**config.mk**
```make
export PLATFORM = sky130hd
export DESIGN_NAME = serdesphy_bringup_sequencer
export DESIGN_NICKNAME = d
export VERILOG_FILES = /design/src/rtl/serdesphy_bringup_sequencer.sv
export SDC_FILE = /design/constraint.sdc
export NUM_CORES = 1
export LEC_CHECK = 0
export ABC_AREA = 1
export CORE_UTILIZATION = 45
export CTS_CLUSTER_SIZE = 40
export DETAILED_ROUTE_END_ITERATION = 8
export PLACE_DENSITY = 0.65
export SKIP_CTS_REPAIR_TIMING = 1
export SLEW_MARGIN = 0
export SYNTH_ARGS = -nofsm -noshare
export SYNTH_HDL_FRONTEND = slang
export SYNTH_SLANG_ARGS = --single-unit
```
**constraint.sdc**
```tcl
create_clock -name clk_ref_24m -period 2 [get_ports clk_ref_24m]
set_input_delay 0.4 -clock clk_ref_24m [delete_from_list [all_inputs] [get_ports clk_ref_24m]]
set_output_delay 0.4 -clock clk_ref_24m [all_outputs]
set_load 0.005 [all_outputs]
```
**src/rtl/serdesphy_bringup_sequencer.sv**
```systemverilog
// serdesphy_bringup_sequencer: timed PLL/CDR reset sequencing with lock timeouts, bounded retries and filtered loss-of-lock recovery
module serdesphy_bringup_sequencer #(
    parameter int RST_HOLD    = 16,
    parameter int PLL_TIMEOUT = 300,
    parameter int CDR_TIMEOUT = 1500,
    parameter int LOCK_FILTER = 4,
    parameter int MAX_RETRY   = 2
) (
    input  logic       clk_ref_24m,
    input  logic       rst,
    input  logic       start,
    input  logic       pll_lock,
    input  logic       cdr_lock,
    output logic       phy_en,
    output logic       pll_rst,
    output logic       cdr_rst,
    output logic       seq_ready,
    output logic       seq_fault,
    output logic       lol_event,
    output logic [1:0] retry_cnt,
    output logic [2:0] seq_state
);
    typedef enum logic [2:0] {
        IDLE     = 3'd0,
        PLL_RST  = 3'd1,
        PLL_WAIT = 3'd2,
        CDR_RST  = 3'd3,
        CDR_WAIT = 3'd4,
        READY    = 3'd5,
        FAULT    = 3'd6
    } state_t;

    localparam logic [11:0] HOLD_END  = 12'(RST_HOLD - 1);
    localparam logic [11:0] PLL_END   = 12'(PLL_TIMEOUT - 1);
    localparam logic [11:0] CDR_END   = 12'(CDR_TIMEOUT - 1);
    localparam logic [3:0]  FLT_END   = 4'(LOCK_FILTER - 1);
    localparam logic [1:0]  RETRY_MAX = 2'(MAX_RETRY);

    state_t      state_q, state_d;
    logic [11:0] timer_q, timer_d;
    logic [3:0]  pll_flt_q, pll_flt_d, cdr_flt_q, cdr_flt_d;
    logic [1:0]  retry_q, retry_d;
    logic        phy_en_q, phy_en_d, pll_rst_q, pll_rst_d, cdr_rst_q, cdr_rst_d;
    logic        ready_q, ready_d, fault_q, fault_d, lol_q, lol_d;
    logic        pll_watch, cdr_watch, pll_loss, cdr_loss, timeout;

    // Next state, timer, lock-loss filters, retry bookkeeping and output decode of the next state
    always_comb begin
        pll_watch = state_q == CDR_WAIT || state_q == READY;
        cdr_watch = state_q == READY;
        pll_flt_d = (pll_watch && !pll_lock) ? pll_flt_q + 4'd1 : 4'd0;
        cdr_flt_d = (cdr_watch && !cdr_lock) ? cdr_flt_q + 4'd1 : 4'd0;
        pll_loss  = pll_watch && !pll_lock && pll_flt_q == FLT_END;
        cdr_loss  = cdr_watch && !cdr_lock && cdr_flt_q == FLT_END;
        timeout   = 1'b0;
        state_d   = state_q;
        case (state_q)
            IDLE:     state_d = PLL_RST;
            PLL_RST:  state_d = (timer_q == HOLD_END) ? PLL_WAIT : PLL_RST;
            PLL_WAIT: begin
                state_d = pll_lock ? CDR_RST : PLL_WAIT;
                timeout = !pll_lock && timer_q == PLL_END;
            end
            CDR_RST:  state_d = (timer_q == HOLD_END) ? CDR_WAIT : CDR_RST;
            CDR_WAIT: begin
                state_d = pll_loss ? PLL_RST : cdr_lock ? READY : CDR_WAIT;
                timeout = !pll_loss && !cdr_lock && timer_q == CDR_END;
            end
            READY:    state_d = pll_loss ? PLL_RST : cdr_loss ? CDR_RST : READY;
            default:  state_d = FAULT;
        endcase
        retry_d = retry_q;
        if (timeout) begin
            state_d = (retry_q == RETRY_MAX) ? FAULT : PLL_RST;
            retry_d = (retry_q == RETRY_MAX) ? retry_q : retry_q + 2'd1;
        end
        if (!start) state_d = IDLE;
        if (state_d == IDLE || (state_d == READY && state_q != READY)) retry_d = 2'd0;
        lol_d     = start && (pll_loss || cdr_loss);
        timer_d   = (state_d != state_q) ? 12'd0 :
                    (state_q inside {PLL_RST, PLL_WAIT, CDR_RST, CDR_WAIT}) ? timer_q + 12'd1 : timer_q;
        phy_en_d  = !(state_d inside {IDLE, FAULT});
        pll_rst_d = state_d inside {IDLE, PLL_RST, FAULT};
        cdr_rst_d = !(state_d inside {CDR_WAIT, READY});
        ready_d   = state_d == READY;
        fault_d   = state_d == FAULT;
    end

    // Registers state, counters and outputs together so outputs always match seq_state
    always_ff @(posedge clk_ref_24m) begin
        if (rst) begin
            state_q   <= IDLE;
            timer_q   <= 12'd0;
            pll_flt_q <= 4'd0;
            cdr_flt_q <= 4'd0;
            retry_q   <= 2'd0;
            phy_en_q  <= 1'b0;
            pll_rst_q <= 1'b1;
            cdr_rst_q <= 1'b1;
            ready_q   <= 1'b0;
            fault_q   <= 1'b0;
            lol_q     <= 1'b0;
        end else begin
            state_q   <= state_d;
            timer_q   <= timer_d;
            pll_flt_q <= pll_flt_d;
            cdr_flt_q <= cdr_flt_d;
            retry_q   <= retry_d;
            phy_en_q  <= phy_en_d;
            pll_rst_q <= pll_rst_d;
            cdr_rst_q <= cdr_rst_d;
            ready_q   <= ready_d;
            fault_q   <= fault_d;
            lol_q     <= lol_d;
        end
    end

    assign phy_en    = phy_en_q;
    assign pll_rst   = pll_rst_q;
    assign cdr_rst   = cdr_rst_q;
    assign seq_ready = ready_q;
    assign seq_fault = fault_q;
    assign lol_event = lol_q;
    assign retry_cnt = retry_q;
    assign seq_state = state_q;
endmodule

```
==> impl_metrics.csv, run 1 <==
group,metric,value,unit
routing,wirelength,3499,um
timing,skew,0.006245,ns
global_routing,initial_antenna_violation_count,0,
synth,synth-edff-count,0,
clocking,cts_root_buf,"clkbuf_8",
synth,syn_area,0.001657,sq mm
floorplanning,ioPinCount,16,
timing,rsz0062_at_grt,"no",
routing,vias_per_cell,4.760,
timing,period_minus_slack,1.835,ns
floorplanning,rows,21,
timing,finalMaxSlewViolations,0,
finish,multiInputGateArea,934.6,sq um
critical_path,timing.setup.critical_path_class,"reg -> reg",
finish,n_antenna_cell,0,
finish,final_cells,304,
finish,flow.area_growth_from_synthesis,30.21,%
synth,netlist-cell-type-count,25,
clocking,clkSlewWorstSetupHoldPaths,0.06,ns
synth,postSynth.asyncResetShare,0,%
place,cell_area_after_placement,0.001979,sq mm
floorplanning,fp.dieW,62.68,um
global_routing,grt_pass1_wl,6072,um
clocking,cts_tree,"yes",
floorplanning,coreArea,0.003442,sq mm
synth,synth_sequential_area_ratio,37.46,%
floorplanning,die-height,62.68,um
routing,drt_iter0_drc,105,
finish,fill_cells,322,
floorplanning,dieArea,0.003928,sq mm
job,maxCapViolCount,0,
critical_path,worstPathRequired,2.21,ns
finish,num-nets-final,267,
routing,detail_route.drc_violations,0,
place,dp_hpwl,2488,um
routing,count_of_vias_placed_by_the_detailed_router,1447,
global_routing,maximum_number_of_pins_on_one_net_before_global_route_repair,13,
timing,relSlewSlack,79.43,%
synth,synth_warnings,0,
outcome,run_status,"finished clean",
timing,fin_crit_sh,91.73,%
clocking,cts-buffers-inserted,5,
timing,timing_hold_violations_final,0,
timing,finalSetupViolations,0,
finish,final_cell_area,0.002157,sq mm
place,portBuffers,15,
floorplanning,floorplan.initialDensity,48.13,%
clocking,htree_num_levels,2,
place,placed_cells,296,
critical_path,critical_path.endpoint_type,"register",
timing,tightestPinTransition,0.3086,ns
synth,avgSynthCellArea,7.462,sq um
routing,drt_pass1_iterations,4,
routing,final_antenna_net_count,0,
timing,setup_total_negative_slack,0,ns
routing,wl_per_cell,11.51,um
pwr,leakagePower,0.8989,nW
critical_path,worst-endpoint-arrival,2.05,ns
clocking,clock-sinks,31,
synth,ys_seq_elements,31,
synth,postSynthCellCount,222,
synth,synth_nets,231,
critical_path,worstSetupStartpointType,"register",
critical_path,critical_path.max_fanout,7,
global_routing,grt_pass1_vias,1403,
global_routing,residual_overflow_from_global_routing,0,
clocking,clock_tree.buffer_depth,2,
pwr,irDropWorstVdd,0.3418,mV
clocking,clock_insertion_delay_worst_skew,0.29,ns
pwr,totalPowerFinal,1.216,mW
place,final_weighted_congestion_of_routability_driven_global_placement,0.7934,
synth,postSynth.topFlopCell,"dfxtp_1",
finish,final_layout_size_suffix_gt1_share,25.58,%
timing,fmax,545.1,MHz
global_routing,grt_usage,20.11,%
finish,ff_latch_area,624.3,sq um
worst_hold_path,worst_hold_path_type,"reg -> reg",
pwr,power_density,563.9,mW/mm^2
registers in the layout, indices dropped and copies added, names as in the netlist:
name	flops
seq_ready	1
cdr_rst	1
retry_cnt	2
pll_flt_q	4
lol_event	1
timer_q	12
pll_rst	1
phy_en	1
cdr_flt_q	4
seq_state	3
seq_fault	1
cell usage in the layout (no fill, tap or decap), drive strengths merged:
cell type,netlist,final
nand2,45,45
inv,36,36
nor2,33,33
dfxtp,31,31
nand3,20,20
buf,2,15
nor3,15,15
clkdlybuf4s50,0,13
xor2,12,12
clkbuf,0,7
a21oi,5,5
nand4,5,5
ha,4,4
o21ai,4,4
or2,3,3
o21bai,2,2
dlymetal6s2s,0,2
nand3b,2,2
and2,1,1
mux2i,1,1
xnor2,1,1
clkinv,0,1
synthesized netlist by cell type (2+ instances only):
cell type / number / area (sq um)
nand3_1: 18 / 90.09
dfxtp_1: 31 / 620.6
nand2_1: 39 / 146.4
buf_6: 2 / 22.52
nand3_2: 2 / 20.02
nor2_1: 31 / 116.4
nor3_2: 11 / 110.1
a21oi_1: 5 / 25.02
inv_1: 34 / 127.6
inv_2: 2 / 7.510
xor2_1: 12 / 105.1
or2_2: 3 / 18.77
ha_1: 4 / 50.05
o21bai_1: 2 / 15.01
nor2_4: 2 / 22.52
nand4_1: 4 / 25.02
nand2_2: 6 / 37.54
nor3_1: 4 / 20.02
o21ai_0: 4 / 20.02
worst max-delay path, stage by stage (launching register included):
cell and delay, ns:
dfxtp_2 0.41, inv_2 0.09, nor2_4 0.11, nand2_2 0.12
nor2_4 0.14, nand2_2 0.05, nand2_2 0.08, nand3_2 0.09
nand2_1 0.08, inv_2 0.06, nand3_2 0.08, nand3_4 0.10
clkbuf_16 0.18, nor3_2 0.16
logic make-up (layout without fill, tap and decap cells):
kind of cell / count (synthesis) / after routing / share of synthesized area, %
buf+inv: 38 / 74 / 9.517
xor+xnor: 13 / 13 / 6.873
simple gates: 124 / 124 / 38.90
mux: 1 / 1 / 0.6043
flops: 31 / 31 / 37.46
compound gates: 11 / 11 / 3.625
fa+ha+maj: 4 / 4 / 3.021
through the flow:
| stage | hold slack (ns) | util (%) | worst slack, ns |
|---|---|---|---|
| after detailed placement | 0.4377 | 57.51 | -0.2705 |
| after global placement | 0.4317 | 57.51 | -0.2306 |
| final | 0.4429 | 62.67 | 0.1654 |
| after floorplan | 0.4175 | - | 0.2340 |
| after CTS | 0.4525 | 60.05 | 0.009541 |
| after global routing | 0.4838 | 62.67 | 0.01774 |
per-layer routing:
| layer | wire length [um] | share of wire [%] | vias up | GRT usage, % |
|---|---|---|---|---|
| met5 | 0 | 0 | - | 0 |
| met4 | 79 | 2.3 | 0 | 11.34 |
| met3 | 147 | 4.2 | 7 | 5.474 |
| met2 | 1544 | 44 | 28 | 30.43 |
| met1 | 1727 | 49 | 643 | 25.62 |
| li1 | - | - | 769 | - |
power by group:
part | internal (mW) | total [mW] | switching [mW]
sequential | 0.621 | 0.626 | 0.00437
clock | 0.269 | 0.495 | 0.226
combinational | 0.0452 | 0.0959 | 0.0508
total | 0.936 | 1.22 | 0.281
path summary, 6_finish.rpt:
kind | from | slack (ns) | end | depth (start not counted)
max reg2reg | seq_state[2] | 0.17 | timer_q[0] | 13
max | seq_state[2] | 0.17 | timer_q[0] | 13
min reg2reg | pll_flt_q[0] | 0.44 | pll_flt_q[0] | 1
min | pll_flt_q[0] | 0.44 | pll_flt_q[0] | 1
cell type report:
cell class | instances | area share [%]
Timing Repair Buffer | 31 | 14.73
Multi-Input combinational cell | 153 | 43.33
Clock buffer | 6 | 3.828
Clock inverter | 1 | 0.2320
Tap cell | 46 | 2.668
Sequential cell | 31 | 28.94
Inverter | 36 | 6.265
No activity file was read; power rests on OpenSTA's default activity.
==> run 2, diff against run 1 <==
--- a/config.mk
+++ b/config.mk
@@ -9,6 +9,7 @@
 export CORE_UTILIZATION = 45
 export CTS_CLUSTER_SIZE = 40
 export DETAILED_ROUTE_END_ITERATION = 8
+export MAX_ROUTING_LAYER = met4
 export PLACE_DENSITY = 0.65
 export SKIP_CTS_REPAIR_TIMING = 1
 export SLEW_MARGIN = 0
==> run 2 against run 1 <==
  * Combinational power about the same
  * Final cell count unchanged
  * Worst hold slack unchanged
  * Register-to-register slack about the same
  * Critical endpoint unchanged
  * Largest cell class unchanged
==> impl_metrics.csv, run 2 (synthesis gave the netlist of run 1 again) <==
group,metric,value,unit
outcome,run_status,"finished clean",
timing,whs,0.4429,ns
clocking,cts-buffers-inserted,5,
timing,skew,0.006266,ns
routing,highest-signal-layer,"met4",
critical_path,timing.setup.critical_path_class,"reg -> reg",
timing,tightestPinTransition,0.3086,ns
routing,wirelength_met1,1727,um
critical_path,critical_path.endpoint_type,"register",
timing,rsz0062_at_grt,"no",
finish,final_core_utilization,62.67,%
critical_path,crit_path_max_incr_delay,0.41,ns
floorplanning,fp.dieW,62.68,um
place,dp_hpwl,2488,um
pwr,power_density,563.9,mW/mm^2
place,final_weighted_congestion_of_routability_driven_global_placement,0.8046,
finish,final_cell_area,0.002157,sq mm
routing,drt_pass1_iterations,4,
timing,fin_crit_sh,91.72,%
routing,wirelength,3498,um
critical_path,critical_path_cell_count,13,
routing,vias_per_cell,4.760,
critical_path,worstSetupEndpoint,"timer_q[0]",
finish,num-nets-final,267,
worst_hold_path,timing.hold.worst.start,"pll_flt_q[0]",
job,maxCapViolCount,0,
floorplanning,rows,21,
critical_path,critical_path.max_fanout,7,
finish,flow.area_growth_from_synthesis,30.21,%
critical_path,crit_path_start,"seq_state[2]",
worst_hold_path,timing.hold.worst_path_depth,1,
critical_path,r2r_cells,13,
critical_path,r2r_end,"timer_q[0]",
worst_hold_path,worst_hold_path_type,"reg -> reg",
finish,n_antenna_cell,0,
clocking,clock_tree.buffer_depth,2,
finish,final_layout_size_suffix_gt1_share,25.58,%
routing,detail_route.drc_violations,0,
routing,count_of_vias_placed_by_the_detailed_router,1447,
timing,relSlewSlack,79.43,%
pwr,leakagePower,0.8989,nW
clocking,clock-sinks,31,
critical_path,critical_path.n_buffers_inverters,3,
critical_path,crit_path_top_delay_cell,"dfxtp_2",
timing,finalSetupViolations,0,
routing,met2RoutedLength,1543,um
timing,period_minus_slack,1.834,ns
floorplanning,floorplan.initialDensity,48.13,%
critical_path,critPathMostFrequentCell,"nand2_2",
global_routing,maximum_number_of_pins_on_one_net_before_global_route_repair,13,
pwr,irDropWorstVdd,0.3418,mV
routing,wl_per_cell,11.51,um
finish,layout.cells.most_common_list,"nand2_1 (36), inv_1 (33), dfxtp_1 (28)",
critical_path,worstSetupStartpointType,"register",
clocking,cts_tree,"yes",
floorplanning,die-height,62.68,um
critical_path,worst-endpoint-arrival,2.05,ns
finish,registers.top_by_ff_count,"timer_q",
timing,timing_hold_violations_final,0,
critical_path,worstPathRequired,2.21,ns
critical_path,reg2reg_from,"seq_state[2]",
timing,fmax,545.1,MHz
global_routing,grt_pass1_vias,1403,
routing,final_antenna_net_count,0,
finish,reg_top3,"timer_q: 12 flops, cdr_flt_q: 4 flops, pll_flt_q: 4 flops",
timing,finalMaxSlewViolations,0,
clocking,clkSlewWorstSetupHoldPaths,0.06,ns
clocking,clock_insertion_delay_worst_skew,0.29,ns
critical_path,critical_path.top_delay_family,"simple AND/OR/NAND/NOR gates",
routing,drt_iter0_drc,108,
global_routing,initial_antenna_violation_count,0,
clocking,htree_num_levels,2,
critical_path,flop_to_flop_setup_slack,0.17,ns
place,cell_area_after_placement,0.001979,sq mm
floorplanning,coreArea,0.003442,sq mm
global_routing,residual_overflow_from_global_routing,0,
finish,largest_register_ffs,12,
floorplanning,dieArea,0.003928,sq mm
global_routing,grt_usage,20.72,%
finish,layout_commonest_cell,"nand2_1",
critical_path,crit_path_cell_trace,"inv_2 -> nor2_4 -> nand2_2 -> nor2_4 -> nand2_2 -> nand2_2 -> nand3_2 -> nand2_1 -> inv_2 -> nand3_2 -> nand3_4 -> clkbuf_16 -> nor3_2",
clocking,cts_root_buf,"clkbuf_8",
place,portBuffers,15,
floorplanning,ioPinCount,16,
global_routing,grt_pass1_wl,6065,um
routing,met3WireLength,148,um
==> run 2: worst min-delay path by stage <==
stage	to	slack [ns]
floorplan	cdr_flt_q[0]	0.42
global placement	pll_flt_q[0]	0.43
detailed placement	pll_flt_q[0]	0.44
CTS	pll_flt_q[0]	0.45
global route	pll_flt_q[0]	0.48
finish	pll_flt_q[0]	0.44
==> run 2: power by group <==
part	switching, mW	internal, mW	total [mW]
Clock	0.226	0.269	0.495
Sequential	0.00437	0.621	0.626
Combinational	0.0507	0.0452	0.0959
Total	0.281	0.936	1.22
==> run 2: layer usage <==
metal	global-route usage [%]	vias to the layer above
li1	-	769
met1	25.85	643
met2	30.30	28
met3	5.474	7
met4	11.34	0
met5	-	-
==> run 2: worst reg2reg max path: stages, from the launching register on <==
cell       delay, ns
dfxtp_2         0.41
inv_2           0.09
nor2_4          0.11
nand2_2         0.12
nor2_4          0.14
nand2_2         0.05
nand2_2         0.08
nand3_2         0.09
nand2_1         0.08
inv_2           0.06
nand3_2         0.08
nand3_4         0.10
clkbuf_16       0.18
nor3_2          0.16
==> run 2: layout make-up <==
cell class	count	area, sq um
clock buffers	6	82.58
clock inverters	1	5.005
fillers	322	1285
inverters	36	135.1
multi-input cells	153	934.6
flip-flops and latches	31	624.3
well taps	46	57.56
repair buffers	31	317.8
==> run 2: stage by stage <==
stage / setup TNS (ns) / power (mW) / std cells / worst slack [ns]
2_1_floorplan: 0 / 0.6865 / 222 / 0.2340
3_3_place_gp: -3.634 / 0.7260 / 296 / -0.2306
3_5_place_dp: -4.288 / 0.7269 / 296 / -0.2705
4_1_cts: 0 / 1.228 / 303 / 0.009541
5_1_grt: 0 / 1.254 / 304 / 0.01774
6_report: 0 / 1.216 / 304 / 0.1656
==> run 3, diff against run 2 <==
--- a/config.mk
+++ b/config.mk
@@ -6,6 +6,7 @@
 export NUM_CORES = 1
 export LEC_CHECK = 0
 export ABC_AREA = 1
+export CORE_ASPECT_RATIO = 1.5
 export CORE_UTILIZATION = 45
 export CTS_CLUSTER_SIZE = 40
 export DETAILED_ROUTE_END_ITERATION = 8
==> run 3 against run 2 <==
  * Wire length increased by 6.9%
  * Core utilization increased by 2.3 points
  * Cell area increased by 3.9%
  * Count of clock-buffer cells in the layout rose by 2
  * Total power up 4.1%
  * Register-to-register slack worse by 0.04 ns
  * Highest routed layer unchanged
  * Critical path depth down 2
  * Clock power rose by 8.3%
  * Sequential power about the same
==> impl_metrics.csv, run 3 (synthesis gave the netlist of run 1 again) <==
group,metric,value,unit
outcome,run_status,"finished clean",
floorplanning,die-height,76.31,um
finish,fill_cells,307,
critical_path,critical_path.max_fanout,3,
place,dp_hpwl,2600,um
clocking,cts_root_buf,"clkbuf_8",
routing,vias_per_cell,4.941,
clocking,clock_insertion_delay_worst_skew,0.28,ns
critical_path,reg2reg_from,"pll_flt_q[0]",
finish,layout.cells.most_common_list,"inv_1 (34), nand2_1 (33), dfxtp_1 (27)",
finish,largest_register_ffs,12,
clocking,cts-buffers-inserted,5,
routing,final_antenna_net_count,0,
finish,n_antenna_cell,0,
timing,fin_crit_sh,95.29,%
finish,final_core_utilization,64.99,%
pwr,power_density,565.3,mW/mm^2
critical_path,crit_path_start,"cdr_lock",
clocking,clock_tree.buffer_depth,2,
floorplanning,coreArea,0.003448,sq mm
pwr,totalPowerFinal,1.267,mW
finish,reg_top3,"timer_q: 12 flops, cdr_flt_q: 4 flops, pll_flt_q: 4 flops",
critical_path,worst-endpoint-arrival,2.12,ns
timing,skew,0.005505,ns
finish,num-nets-final,270,
place,portBuffers,15,
floorplanning,ioPinCount,16,
finish,registers.top_by_ff_count,"timer_q",
global_routing,grt_pass1_wl,6065,um
place,final_weighted_congestion_of_routability_driven_global_placement,0.8745,
worst_hold_path,timing.hold.worst.start,"pll_flt_q[0]",
timing,period_minus_slack,1.906,ns
timing,finalMaxSlewViolations,0,
routing,count_of_vias_placed_by_the_detailed_router,1502,
finish,ff_latch_area,625.6,sq um
timing,whs,0.4157,ns
global_routing,initial_antenna_violation_count,0,
floorplanning,dieArea,0.003933,sq mm
timing,rsz0062_at_grt,"no",
timing,fmax,524.7,MHz
job,maxCapViolCount,0,
critical_path,worstPathRequired,2.22,ns
finish,layout_commonest_cell,"inv_1",
global_routing,grt_pass1_vias,1430,
place,cell_area_after_placement,0.001982,sq mm
clocking,htree_num_levels,2,
timing,post-route-worst-setup-slack,0.09412,ns
timing,finalSetupViolations,0,
critical_path,flop_to_flop_setup_slack,0.13,ns
finish,final_layout_size_suffix_gt1_share,28.63,%
critical_path,timing.setup.critical_path_class,"in -> reg",
clocking,cts_tree,"yes",
critical_path,critical_path.endpoint_type,"register",
routing,detail_route.drc_violations,0,
clocking,clock-sinks,31,
pwr,irDropWorstVdd,0.6018,mV
finish,flow.area_growth_from_synthesis,35.27,%
routing,wl_per_cell,12.30,um
timing,tightestPinTransition,0.3282,ns
routing,drt_pass1_iterations,5,
place,place_ws,-0.2412,ns
worst_hold_path,worst_hold_path_type,"reg -> reg",
global_routing,grt_usage,21.11,%
finish,multiInputGateArea,983.4,sq um
finish,final_cell_area,0.002241,sq mm
timing,relSlewSlack,78.12,%
critical_path,worstSetupStartpointType,"input port",
timing,timing_hold_violations_final,0,
floorplanning,fp.dieW,51.54,um
floorplanning,floorplan.initialDensity,48.04,%
routing,wirelength,3739,um
global_routing,residual_overflow_from_global_routing,0,
clocking,clkSlewWorstSetupHoldPaths,0.06,ns
global_routing,maximum_number_of_pins_on_one_net_before_global_route_repair,13,
floorplanning,rows,26,
pwr,leakagePower,0.9458,nW
routing,drt_iter0_drc,43,
[run 3: through the flow]
stage,TNS (ns),std cells
after CTS,0,301
final,0,304
after floorplan,0,222
after global routing,0,304
after detailed placement,-3.452,293
after global placement,-2.635,293
[run 3: metal layers]
| metal | vias to the layer above | wire, um | global-route usage (%) |
|---|---|---|---|
| met4 | 0 | 89 | 9.730 |
| met3 | 7 | 116 | 4.790 |
| met1 | 690 | 1589 | 23.89 |
| met5 | - | 0 | - |
| li1 | 776 | - | - |
| met2 | 29 | 1944 | 34.29 |
[run 3: critical path, stage by stage]
cell and delay (ns):
clkdlybuf4s50_1 0.48, inv_1 0.08, nand3_1 0.09, nor2_2 0.15
nand2_2 0.08, nand2_4 0.09, nand3_4 0.09, buf_4 0.14
buf_4 0.13, or2_2 0.26, a21oi_1 0.13
[run 3: final timing paths]
| check | cells after the start | end |
|---|---|---|
| worst max register to register | 15 | timer_q[0] |
| worst min register to register | 1 | pll_flt_q[0] |
| worst min-delay path | 1 | pll_flt_q[0] |
| worst max-delay path | 11 | retry_cnt[1] |
[run 3: layout make-up]
| cell class | instances | area share (%) |
|---|---|---|
| Multi-Input combinational cell | 153 | 43.89 |
| Clock buffer | 8 | 4.467 |
| Tap cell | 42 | 2.345 |
| Timing Repair Buffer | 34 | 15.24 |
| Inverter | 36 | 6.142 |
| Sequential cell | 31 | 27.92 |
[run 3: power by group]
part           switching, mW  internal, mW  leakage [nW]
Clock                  0.223         0.314        0.0515
Combinational         0.0571        0.0487         0.642
Sequential           0.00329         0.621         0.252
